## config.mk

```make
export PLATFORM = sky130hd
export DESIGN_NAME = logic_alu_seq
export DESIGN_NICKNAME = d
export VERILOG_FILES = /design/src/rtl/logic_alu_seq.sv
export SDC_FILE = /design/constraint.sdc
export NUM_CORES = 1
export LEC_CHECK = 0
export CELL_PAD_IN_SITES_DETAIL_PLACEMENT = 1
export CELL_PAD_IN_SITES_GLOBAL_PLACEMENT = 1
export CORE_MARGIN = 4
export CORE_UTILIZATION = 36
export DETAILED_ROUTE_END_ITERATION = 10
export GPL_ROUTABILITY_DRIVEN = 0
export GPL_TIMING_DRIVEN = 1
export MAX_ROUTING_LAYER = met4
export PLACE_DENSITY_LB_ADDON = 0.08
export SYNTH_ARGS = -nofsm -noshare
export SYNTH_HDL_FRONTEND = slang
export SYNTH_SLANG_ARGS = --single-unit
```

## constraint.sdc

```tcl
create_clock -name clk -period 2.96 [get_ports clk]
set_input_delay 0.888 -clock clk [delete_from_list [all_inputs] [get_ports clk]]
set_output_delay 0.888 -clock clk [all_outputs]
set_load 0.01 [all_outputs]
```

## src/rtl/logic_alu_seq.sv

```systemverilog
// Registered logic/arithmetic unit: bitwise ops, ADD and an iterative left
// shift. Valid/ready on both sides, one result slot, optional accumulator
// feedback as operand A.
module logic_alu_seq #(
    parameter int unsigned WIDTH = 8,
    parameter int unsigned SW    = $clog2(WIDTH)
) (
    input  logic             clk,
    input  logic             rst_n,
    input  logic             in_valid,
    output logic             in_ready,
    input  logic [WIDTH-1:0] a_in,
    input  logic [WIDTH-1:0] b_in,
    input  logic [2:0]       sel,
    input  logic             acc_mode,
    output logic             out_valid,
    input  logic             out_ready,
    output logic [WIDTH-1:0] out,
    output logic             zero,
    output logic             carry,
    output logic             busy
);

    localparam logic [2:0] OP_AND  = 3'b000;
    localparam logic [2:0] OP_OR   = 3'b001;
    localparam logic [2:0] OP_XOR  = 3'b010;
    localparam logic [2:0] OP_NAND = 3'b011;
    localparam logic [2:0] OP_NOR  = 3'b100;
    localparam logic [2:0] OP_XNOR = 3'b101;
    localparam logic [2:0] OP_ADD  = 3'b110;
    localparam logic [2:0] OP_SHL  = 3'b111;

    typedef enum logic {
        S_IDLE  = 1'b0,
        S_SHIFT = 1'b1
    } state_t;

    state_t           r_state;
    state_t           w_state_nxt;

    logic [WIDTH-1:0] r_out;
    logic             r_zero;
    logic             r_carry;
    logic             r_out_valid;
    logic [WIDTH-1:0] r_acc;
    logic [WIDTH-1:0] r_work;
    logic [SW-1:0]    r_count;

    logic             w_accept;
    logic [WIDTH-1:0] w_a;
    logic [SW-1:0]    w_n;
    logic [WIDTH:0]   w_sum;
    logic [WIDTH-1:0] w_op_res;
    logic             w_op_carry;
    logic             w_load;
    logic [WIDTH-1:0] w_load_val;
    logic             w_load_carry;
    logic             w_start_shift;

    assign in_ready  = (r_state == S_IDLE) && (!r_out_valid || out_ready);
    assign busy      = (r_state == S_SHIFT);
    assign out       = r_out;
    assign zero      = r_zero;
    assign carry     = r_carry;
    assign out_valid = r_out_valid;

    assign w_accept = in_valid && in_ready;
    assign w_a      = acc_mode ? r_acc : a_in;
    assign w_n      = b_in[SW-1:0];
    assign w_sum    = {1'b0, w_a} + {1'b0, b_in};

    // Single-cycle result for every opcode except a nonzero shift
    always_comb begin
        w_op_res   = '0;
        w_op_carry = 1'b0;
        case (sel)
            OP_AND:  w_op_res = w_a & b_in;
            OP_OR:   w_op_res = w_a | b_in;
            OP_XOR:  w_op_res = w_a ^ b_in;
            OP_NAND: w_op_res = ~(w_a & b_in);
            OP_NOR:  w_op_res = ~(w_a | b_in);
            OP_XNOR: w_op_res = ~(w_a ^ b_in);
            OP_ADD: begin
                w_op_res   = w_sum[WIDTH-1:0];
                w_op_carry = w_sum[WIDTH];
            end
            default: w_op_res = w_a;  // SHL by 0 passes A through
        endcase
    end

    // Next state and result-slot load decision
    always_comb begin
        w_state_nxt   = r_state;
        w_load        = 1'b0;
        w_load_val    = '0;
        w_load_carry  = 1'b0;
        w_start_shift = 1'b0;
        case (r_state)
            S_IDLE: begin
                if (w_accept) begin
                    if ((sel == OP_SHL) && (w_n != '0)) begin
                        w_start_shift = 1'b1;
                        w_state_nxt   = S_SHIFT;
                    end else begin
                        w_load       = 1'b1;
                        w_load_val   = w_op_res;
                        w_load_carry = w_op_carry;
                    end
                end
            end
            S_SHIFT: begin
                if (r_count == SW'(1)) begin
                    // final shift goes straight into the result slot
                    w_load       = 1'b1;
                    w_load_val   = {r_work[WIDTH-2:0], 1'b0};
                    w_load_carry = r_work[WIDTH-1];
                    w_state_nxt  = S_IDLE;
                end
            end
            default: w_state_nxt = S_IDLE;
        endcase
    end

    // State register
    always_ff @(posedge clk or negedge rst_n) begin
        if (!rst_n) begin
            r_state <= S_IDLE;
        end else begin
            r_state <= w_state_nxt;
        end
    end

    // Shift work register and remaining-count
    always_ff @(posedge clk or negedge rst_n) begin
        if (!rst_n) begin
            r_work  <= '0;
            r_count <= '0;
        end else if (w_start_shift) begin
            r_work  <= w_a;
            r_count <= w_n;
        end else if (r_state == S_SHIFT) begin
            r_work  <= {r_work[WIDTH-2:0], 1'b0};
            r_count <= SW'(r_count - SW'(1));
        end
    end

    // Result slot and accumulator
    always_ff @(posedge clk or negedge rst_n) begin
        if (!rst_n) begin
            r_out       <= '0;
            r_zero      <= 1'b1;
            r_carry     <= 1'b0;
            r_acc       <= '0;
            r_out_valid <= 1'b0;
        end else begin
            if (w_load) begin
                r_out   <= w_load_val;
                r_zero  <= (w_load_val == '0);
                r_carry <= w_load_carry;
                r_acc   <= w_load_val;
            end
            r_out_valid <= w_load || (r_out_valid && !out_ready);
        end
    end

endmodule

```

# Word level (Yosys, flattened, before mapping)

Index checks and enable logic that the tools add are counted.

Flip-flop bits (word level): 23
Latch bits: 0
RAM bits: 0
Bits in read-only memories: 0
Output and inout port bits: 13
Word-level logic and storage cells: 60
Memories: 0

Add/sub/neg operators: 2
$mul: 0
Divide/modulo/power cells: 0
$lt $le $gt $ge: 0
Eq/ne operators: 8
Shift operators: 0
Mux-type cells: 24
Bitwise logic cells: 7
Reductions and logical operators: 12

Operators with widths:

| kind                  | count |
|---|---|
| $pmux W8 S7           | 1 |
| $mux W8               | 6 |
| $not A8 Y8            | 3 |
| $pmux W8 S2           | 1 |
| $eq A3 B3 Y1 const B  | 4 |
| $mux W1               | 11 |
| $add A8 B8 Y9         | 1 |
| $and A8 B8 Y8         | 1 |
| $logic_not A8 Y1      | 1 |
| $or A8 B8 Y8          | 1 |
| $xor A8 B8 Y8         | 1 |
| $eq A3 B1 Y1 const B  | 2 |
| $eq A3 B2 Y1 const B  | 2 |
| $mux W3               | 2 |
| $pmux W1 S2           | 3 |
| $logic_and A1 B1 Y1   | 4 |
| $logic_not A3 Y1      | 1 |
| $reduce_bool A3 Y1    | 1 |
| $sub A3 B1 Y3 const B | 1 |
| $logic_not A1 Y1      | 2 |
| $logic_or A1 B1 Y1    | 2 |
| $reduce_bool A2 Y1    | 1 |
| $not A1 Y1            | 1 |

# Depth between registers and ports, before layout

Gate-level depths: netlist of run 1.

Depth after elaboration: 8
Gate-level depth with buffers: 11
Mapped depth without buffers: 10

# Worst setup path after synthesis of run 1

No wires, ideal clock.

Path kind: input to register
Start point: input acc_mode
End point: register r_zero (netlist: zero)
Setup time: 0.086 ns
Data arrival time: 3.477 ns
Slack: -0.603 ns
Cell stages on the path: 10
Cell sequence: buf_2 -> mux2i_1 -> ha_1 -> mux2i_1 -> nor3_1 -> a2111oi_0 -> a21oi_1 -> or4b_1 -> or4_1 -> o31ai_2

Cells in the longest elaborated chain, start to end: 8
Elaborated cells between the ends (all ways): 13
Those cells by class: 1 x add/sub; 5 x mux; 6 x bitwise; 1 x reduce/logical

Ends and longest elaborated chain:

| what                                                  | RTL line | RTL |
|---|---|---|
| start, declared                                       | 15       | `input logic acc_mode,` |
| $mux W8 (*)                                           | 68       | `assign w_a = acc_mode ? r_acc : a_in;` |
| branches (longest 2 deep; another with $add A8 B8 Y9) | -        |  |
| $pmux W8 S7 (*)                                       | 76       | `case (sel)` |
| $mux W8 (*)                                           | 101      | `if ((sel == OP_SHL) && (w_n != '0)) begin` |
| $mux W8 (*)                                           | 100      | `if (w_accept) begin` |
| $pmux W8 S2 (*)                                       | 98       | `case (r_state)` |
| $logic_not A8 Y1 (*)                                  | 158      | `r_zero <= (w_load_val == '0);` |
| end signal, assigned                                  | 158      |  |
| end, declared                                         | 42       | `logic r_zero;` |

Every way passes the cells marked *.
A chain may end at the register's enable or synchronous reset.

# Final worst setup path of run 1

Start point: input a_in[1]
End point: register r_zero (netlist: zero)

Cells in the longest elaborated chain, start to end: 8
Elaborated cells between the ends (all ways): 13
Those cells by class: 1 x add/sub; 5 x mux; 6 x bitwise; 1 x reduce/logical

Ends and longest elaborated chain:

| what                                                  | RTL line | RTL |
|---|---|---|
| start, declared                                       | 12       | `input logic [WIDTH-1:0] a_in,` |
| $mux W8 (*)                                           | 68       |  |
| branches (longest 2 deep; another with $add A8 B8 Y9) | -        |  |
| $pmux W8 S7 (*)                                       | 76       |  |
| $mux W8 (*)                                           | 101      |  |
| $mux W8 (*)                                           | 100      |  |
| $pmux W8 S2 (*)                                       | 98       |  |
| $logic_not A8 Y1 (*)                                  | 158      |  |

Marked as above.

==> flow_summary.toml, run 1 <==
[power]
pwr_density_cell_nw_per_um2 = 681.4
leakage_nw = 1.706
peakVddDrop_uv = 411.8

[timing]
maxSlewViolCount = 0
hold_violations = 0
fin_ws_ps = -271.3
worst_slew_pin_slew_ps = 484.9
skew_ps = 6.139
setup_viol = 3
rsz0062_at_grt = "yes"
post-route-min-period_ps = 3231
fmax_mhz = 309.5
slew_headroom = 0.6684
fin_crit_sh = 1.092

[clock_tree]
ctsHoldBuffers = 0
cts.sink_count = 23
htree_num_levels = 1
clock_latency_ps = 270
path_clk_slew_ps = 90
numCtsBuffers = 3
clockRootBuffer = "clkbuf_8"
cts_buffer_depth = 2
cts_tree = "done"

[critical_path]
cp.arrival_ps = 3430
crit_type = "primary input to flip-flop"
critPathLaunchType = "primary input"
crit_path_end_kind = "flip-flop"
crit_path_max_fanout = 3
critical_path_required_ps = 3160

[logic_synthesis]
synth_fp_nets = 305
synth-warning-count = 0
async_reset_ff_frac = 1.000
synth_seq_cells = 23
synth-seq-area-share = 0.2645
synthDistinctLibCells = 45
avgSynthCellArea_um2 = 8.388
synth_enable_flop_cells = 0
syn_area_um2 = 2181
netlist_instances = 260
ys.flop_type = "dfrtp_1"

[die]
die_h_um = 85.83
rows = 28
initial_core_util = 0.3705
die_area_um2 = 7367
core_um2 = 5886
die_w_um = 85.83
top_level_ports = 37

[final_layout]
drive_gt1_frac = 0.3704
num_antenna_cells = 0
final_area_um2 = 3565
final_core_util = 0.6057
fin_nets = 424
fillers = 708
area_delta_synth_final_pct = 63.45

[hold_path]
hold_path.class = "flip-flop to flip-flop"

[grt]
grt.overflow.total = 0
grt_usage = 0.2306
grt_start_max_net_pins = 24
grt_first_pass_wirelength_mm = 13.09
antenna_found_initial = 0
grt_pass1_vias = 2545

[placed_design]
portBuffers = 36
place_area_um2 = 3189
dpl.hpwl_mm = 6.255

[flow_run]
cap_violations = 0

[routing]
routedWlPerCell_um = 18.63
routed-via-count = 2473
drtPass1Iterations = 4
drtAntennaViolNets = 0
drt_wl_total_mm = 8.441
vias_per_cell = 5.459
remaining_drc_errors = 0
drtIter0Drc = 117

[status]
violations = "setup timing"
status = "finished, violations left"
-- final timing paths --
| check | start | to | slack (ps) | cells after the start |
|---|---|---|---|---|
| hold / removal | r_count[1] | r_count[1] | 510 | 2 |
| setup / recovery | a_in[1] | zero | -270 | 10 |
| hold reg to reg | r_count[1] | r_count[1] | 510 | 2 |
| max in group asynchronous | rst_n | zero | 1710 | 2 |
| min in group asynchronous | rst_n | r_acc[5] | 970 | 2 |
| setup reg to reg | r_acc[2] | zero | 110 | 10 |
-- worst max-delay path, cell delays in order --
cell and delay [ps]:
dlygate4sd2_1 260, mux2i_4 220, ha_4 250, xor2_1 160, and3_1 180, a211oi_2 210, o21ai_1 120, or4b_4 490
or4_4 420, o31ai_2 220
-- Yosys cell counts, types with 3 or more instances --
cell type	number	area, um^2
mux2i_1	13	130.1
xor2_1	3	26.28
buf_2	7	35.03
a21oi_1	19	95.09
xnor2_1	6	52.55
ha_1	21	262.8
inv_1	25	93.84
o21bai_1	3	22.52
a221o_1	11	110.1
nor2_1	11	41.29
a21o_1	8	60.06
a221oi_1	3	26.28
nand2b_1	6	37.54
nor2b_1	7	43.79
o21ai_0	18	90.09
clkbuf_1	6	22.52
nand3_1	5	25.02
dfrtp_1	22	550.5
o221ai_1	3	26.28
o311ai_0	3	26.28
a211oi_1	3	22.52
nor3_1	5	25.02
nand2_1	22	82.58
-- power by group --
group / total (mW) / leakage (nW) / internal [mW] / switching (mW)
Combinational: 1.63 / 1.39 / 0.882 / 0.747
Clock: 0.207 / 0.0255 / 0.0944 / 0.113
Sequential: 0.593 / 0.292 / 0.454 / 0.139
Total: 2.43 / 1.71 / 1.43 / 0.998
-- sequential cells by signal (all words and copies together), names as in the netlist --
register and cells:
out_valid 1, carry 1, busy 1, r_count 3, zero 1, r_work 8, r_acc 8
-- cell type report --
class	instances	area (um^2)	share of cell area
multi-input combinational	197	1675	0.4700
timing repair buffer	128	1075	0.3015
sequential	23	576.8	0.1618
inverter	26	97.59	0.02738
tap	75	93.84	0.02633
clock buffer	3	41.29	0.01158
clock inverter	1	5.005	0.001404
-- layout by cell type, fill, tap and decap left out, types with 3 or more instances in the layout --
cell             count
o21ai_1              7
o21bai_1             3
clkbuf_8             3
mux2i_1             10
inv_2                5
a21o_1               8
a21oi_1             16
buf_6                4
nor2_1              10
ha_1                 7
nor3_1               5
nand2b_1             6
nand2_1             22
xnor2_1              6
dlymetal6s2s_1       4
ha_2                 6
mux2i_4              3
nor2b_1              6
o21ai_0             11
a21oi_2              3
dfrtp_1             22
a221o_1             11
buf_4               88
dlygate4sd2_1        5
xor2_1               3
nand3_1              5
clkdlybuf4s50_1     25
ha_4                 8
inv_1               20
-- routing by layer --
layer / routed length, um / vias up / GRT usage
met2: 4207 / 56 / 0.3736
li1: - / 1172 / -
met5: 0 / - / -
met1: 3815 / 1229 / 0.3088
met4: 161 / 0 / 0.07194
met3: 257 / 16 / 0.01441
-- per-stage QoR --
step	setup TNS (ps)	hold WS (ps)	setup slack [ps]	std cells	total power, mW
detailed placement	-6649	484.6	-1104	437	1.984
global placement	-5945	473.9	-1037	437	1.935
global route	-767.6	531.7	-383.7	453	2.603
finish	-358.8	511.6	-271.3	453	2.429
floorplan	-431.2	455.9	-398.4	260	1.275
CTS	-803.3	498.7	-465.7	448	2.295
-- cell families (layout without fill, tap and decap cells) --
kind of cell / after synthesis / in the layout / share of synthesized area
mux: 15 / 15 / 0.06999
compound gates: 84 / 84 / 0.2794
simple gates: 68 / 68 / 0.1566
xor+xnor: 9 / 9 / 0.03615
flops: 23 / 23 / 0.2645
fa+ha+maj: 21 / 21 / 0.1205
buf+inv: 40 / 158 / 0.07286
-- timing repair --
action | 4_1_cts | 5_1_grt
buffers inserted | 7 | 6
setup endpoints to repair | 10 | 7
resized for setup | 40 | 35
pin swaps | 19 | 17
No activity file was read; power rests on OpenSTA's default activity.
==> inputs of run 2 (changes only) <==
--- a/config.mk
+++ b/config.mk
@@ -9,6 +9,8 @@
 export CELL_PAD_IN_SITES_GLOBAL_PLACEMENT = 1
 export CORE_MARGIN = 4
 export CORE_UTILIZATION = 36
+export CTS_BUF_LIST = sky130_fd_sc_hd__clkbuf_8 sky130_fd_sc_hd__clkbuf_16
+export CTS_CLUSTER_SIZE = 16
 export DETAILED_ROUTE_END_ITERATION = 10
 export GPL_ROUTABILITY_DRIVEN = 0
 export GPL_TIMING_DRIVEN = 1
==> constraint.sdc (replaced) <==
create_clock -name clk -period 2.96 [get_ports clk]
set_input_delay 0.74 -clock clk [delete_from_list [all_inputs] [get_ports clk]]
set_output_delay 0.74 -clock clk [all_outputs]
set_load 0.01 [all_outputs]
==> flow_summary.toml, run 2 (synthesis results as in run 1) <==
[critical_path]
crit_path_max_fanout = 4
critical_path_required_ps = 3160
crit_path_end_kind = "flip-flop"
critPathLaunchType = "primary input"
cp.arrival_ps = 3330
crit_type = "primary input to flip-flop"

[final_layout]
num_antenna_cells = 0
fin_nets = 425
top_regs = "r_acc x8, r_work x8, r_count x3"
area_delta_synth_final_pct = 66.04
final_common_cell = "buf_4"
mostFrequentLayoutCells = "83 x buf_4, 27 x clkdlybuf4s50_1, 22 x dfrtp_1"
drive_gt1_frac = 0.3747
fillers = 697
final_core_util = 0.6152

[clock_tree]
htree_num_levels = 1
path_clk_slew_ps = 90
cts.sink_count = 23
clock_latency_ps = 270
clockRootBuffer = "clkbuf_8"
numCtsBuffers = 3
cts_tree = "done"
cts_buffer_depth = 2

[die]
initial_core_util = 0.3705
top_level_ports = 37
die_w_um = 85.83
core_um2 = 5886
die_h_um = 85.83
die_area_um2 = 7367
rows = 28

[routing]
remaining_drc_errors = 0
routedWlPerCell_um = 20.41
drtAntennaViolNets = 0
routed-via-count = 2545
drtPass1Iterations = 4
drt_wl_total_mm = 9.266
vias_per_cell = 5.606
drtIter0Drc = 125

[timing]
worst_slew_pin_slew_ps = 475.6
slew_headroom = 0.6748
fmax_mhz = 319.5
holdWs_ps = 493.4
fin_crit_sh = 1.057
rsz0062_at_grt = "yes"
fin_ws_ps = -169.7
finalSetupTns_ps = -220.2
hold_violations = 0
skew_ps = 2.671
post-route-min-period_ps = 3130
setup_viol = 2
maxSlewViolCount = 0

[flow_run]
cap_violations = 0

[grt]
grt_pass1_vias = 2568
busiest_layer = "met2"
grt_first_pass_wirelength_mm = 13.60
grt_usage = 0.2389
antenna_found_initial = 0
grtUsageMet1 = 0.3165
grt.overflow.total = 0
grt_start_max_net_pins = 24
met3_usage = 0.01345
grt_use_met2 = 0.3997

[power]
pwr_density_cell_nw_per_um2 = 695.2
leakage_nw = 1.750
total_power_mw = 2.517
peakVddDrop_uv = 320.4

[placed_design]
dpl.hpwl_mm = 6.153
pre_cts_slack_ps = -991.3
portBuffers = 36

[hold_path]
hold_path.class = "flip-flop to flip-flop"

[status]
status = "finished, violations left"
violations = "setup timing"
[run 2: final timing paths]
path | slack, ps | cells after the start | startpoint | endpoint
min in group asynchronous | 820 | 2 | rst_n | r_count[2]
max in group asynchronous | 1860 | 2 | rst_n | zero
setup / recovery | -170 | 10 | acc_mode | zero
setup reg to reg | 20 | 9 | r_acc[2] | zero
hold / removal | 490 | 2 | zero | zero
hold reg to reg | 490 | 2 | zero | zero
[run 2: report_power, final]
part | switching (mW) | leakage, nW | internal [mW]
Clock | 0.112 | 0.0255 | 0.0945
Combinational | 0.797 | 1.43 | 0.915
Sequential | 0.145 | 0.292 | 0.454
[run 2: what timing repair did]
item | in CTS | in global routing
hold buffers | 0 | 0
buffers inserted | 14 | 4
endpoints found under the setup margin | 7 | 6
pin swaps | 20 | 12
resized for setup | 45 | 36
[run 2: layout make-up]
class                      instances  area, um^2  share of cell area
timing repair buffer             129        1121              0.3096
inverter                          26       100.1             0.02764
clock inverter                     1       5.005            0.001382
clock buffer                       3       41.29             0.01140
multi-input combinational        197        1683              0.4648
tap                               75       93.84             0.02592
sequential                        23       576.8              0.1593
[run 2: critical path, stage by stage]
cell       delay (ps)
buf_12            100
mux2i_4           310
ha_4              190
mux2i_2           220
a311oi_2           80
a2111oi_2         370
a21oi_1           160
or4b_4            550
or4_4             430
o31ai_2           180
[run 2: layer usage]
metal,share of wire,vias to the layer above
met2,0.50,55
met3,0.028,20
li1,-,1185
met1,0.45,1285
met4,0.024,0
met5,0,-
[run 2: per-stage QoR]
step	std cells	instance area, um^2
after global routing	454	3621
after CTS	453	3481
after detailed placement	435	3174
final	454	3621
after global placement	435	3174
after floorplan	260	2206
==> inputs of run 3 (changes only) <==
--- a/config.mk
+++ b/config.mk
@@ -8,13 +8,12 @@
 export CELL_PAD_IN_SITES_DETAIL_PLACEMENT = 1
 export CELL_PAD_IN_SITES_GLOBAL_PLACEMENT = 1
 export CORE_MARGIN = 4
-export CORE_UTILIZATION = 36
+export CORE_UTILIZATION = 40
 export CTS_BUF_LIST = sky130_fd_sc_hd__clkbuf_8 sky130_fd_sc_hd__clkbuf_16
 export CTS_CLUSTER_SIZE = 16
 export DETAILED_ROUTE_END_ITERATION = 10
 export GPL_ROUTABILITY_DRIVEN = 0
 export GPL_TIMING_DRIVEN = 1
-export MAX_ROUTING_LAYER = met4
 export PLACE_DENSITY_LB_ADDON = 0.08
 export SYNTH_ARGS = -nofsm -noshare
 export SYNTH_HDL_FRONTEND = slang
==> constraint.sdc (replaced) <==
create_clock -name clk -period 3.3 [get_ports clk]
set_input_delay 0.825 -clock clk [delete_from_list [all_inputs] [get_ports clk]]
set_output_delay 0.825 -clock clk [all_outputs]
set_load 0.01 [all_outputs]
==> flow_summary.toml, run 3 (synthesis results as in run 1) <==
[status]
status = "finished, violations left"
violations = "setup timing"

[power]
peakVddDrop_uv = 346.6
pwr_density_cell_nw_per_um2 = 683.2
p_seq_frac = 0.232
power.internal_mw = 1.310
combPwrFrac = 0.687
p_sw_mw = 1.159
power.share.switching = 0.4694
p_clk_frac = 0.081
leakage_nw = 1.733

[grt]
busiest_layer = "met2"
grt_use_met2 = 0.5646
grt_pass1_vias = 2867
antenna_found_initial = 0
grt_first_pass_wirelength_mm = 15.93
grtUsageMet1 = 0.3870
grt_start_max_net_pins = 24
grt.overflow.total = 0
met3_usage = 0.04605
grt_usage = 0.3249

[die]
core_um2 = 5205
die_h_um = 81.84
rows = 26
top_level_ports = 37
initial_core_util = 0.4190
die_area_um2 = 6698
die_w_um = 81.84

[clock_tree]
cts.sink_count = 23
clockRootBuffer = "clkbuf_8"
path_clk_slew_ps = 100
cts_tree = "done"
htree_num_levels = 1
numCtsBuffers = 3
cts_buffer_depth = 2
clock_latency_ps = 290

[routing]
remaining_drc_errors = 0
routed-via-count = 2974
drtIter0Drc = 269
drtAntennaViolNets = 0
routedWlPerCell_um = 29.74
vias_per_cell = 6.580
drtPass1Iterations = 5
drt_wl_total_mm = 13.44

[final_layout]
mostFrequentLayoutCells = "92 x buf_4, 28 x clkdlybuf4s50_1, 22 x nand2_1, 22 x dfrtp_1, 21 x inv_1"
final_common_cell = "buf_4"
final_core_util = 0.6945
fin_nets = 428
top_regs = "r_acc x8, r_work x8, r_count x3"
drive_gt1_frac = 0.3901
area_delta_synth_final_pct = 65.75
num_antenna_cells = 0

[critical_path]
crit_path_end_kind = "flip-flop"
cp.arrival_ps = 3610
crit_type = "primary input to flip-flop"
crit_path_max_fanout = 4
critical_path_required_ps = 3510
critPathLaunchType = "primary input"

[timing]
setup_viol = 1
slew_headroom = 0.6754
post-route-min-period_ps = 3396
fin_ws_ps = -96.00
worst_slew_pin_slew_ps = 483.7
fin_crit_sh = 1.029
maxSlewViolCount = 0
hold_violations = 0
skew_ps = 5.499
fmax_mhz = 294.5

[placed_design]
dpl.hpwl_mm = 6.548
portBuffers = 36
pre_cts_slack_ps = -722.3

[flow_run]
cap_violations = 0

[hold_path]
hold_path.class = "flip-flop to flip-flop"
run 3: layout make-up:
type                    instances  area, um^2
repair buffers                132        1096
clock buffers                   3       41.29
clock inverters                 1       5.005
well taps                      70       87.58
inverters                      26       97.59
fillers                       587        1590
flip-flops and latches         23       576.8
multi-input cells             197        1710
run 3: worst max-delay path: stages:
cell and delay [ps]:
buf_6 120, buf_4 140, mux2i_2 160, buf_4 160, ha_2 330, nor2b_1 70, o21ai_1 230, a21oi_1 150
o221ai_2 210, or4b_4 510, or4_4 450, o31ai_4 240
run 3: final timing paths:
kind / slack, ps / start / end / depth (start not counted)
min in group asynchronous: 900 / rst_n / r_work[3] / 2
worst min register to register: 550 / r_acc[7] / r_acc[7] / 1
worst min-delay path: 550 / r_acc[7] / r_acc[7] / 1
max in group asynchronous: 2110 / rst_n / zero / 2
worst max register to register: 250 / r_acc[1] / zero / 11
worst max-delay path: -100 / acc_mode / zero / 12
run 3: routing by layer:
metal  wire length [um]  part of all wire
met1               4975              0.37
met2               6348              0.47
met3               1131             0.084
met4                988             0.073
met5                  0                 0
run 3: power by group through the flow:
| stage | clock (mW) | sequential [mW] | combinational [mW] |
|---|---|---|---|
| 2_1_floorplan | 0 | 0.526 | 0.616 |
| 3_3_place_gp | 0 | 0.519 | 1.19 |
| 3_5_place_dp | 0 | 0.530 | 1.25 |
| 4_1_cts | 0.181 | 0.528 | 1.35 |
| 5_1_grt | 0.208 | 0.574 | 1.77 |
| 6_report | 0.199 | 0.573 | 1.70 |
run 3: repair_timing:
item                                    in CTS  in global routing
setup buffers                               14                  8
hold buffers                                 0                  0
cloned                                       0                  0
pin swaps                                   14                 24
endpoints found under the setup margin       4                  6
resized for setup                           23                 52
run 3: per-stage QoR:
step | area [um^2] | hold slack (ps) | instances | total power, mW | TNS, ps
finish | 3615 | 547.6 | 452 | 2.470 | -96.00
global route | 3615 | 557.9 | 452 | 2.555 | -215.7
CTS | 3359 | 502.7 | 445 | 2.054 | -68.60
detailed placement | 3143 | 484.8 | 427 | 1.776 | -2889
global placement | 3143 | 472.8 | 427 | 1.709 | -2183
floorplan | 2200 | 455.9 | 260 | 1.142 | 0
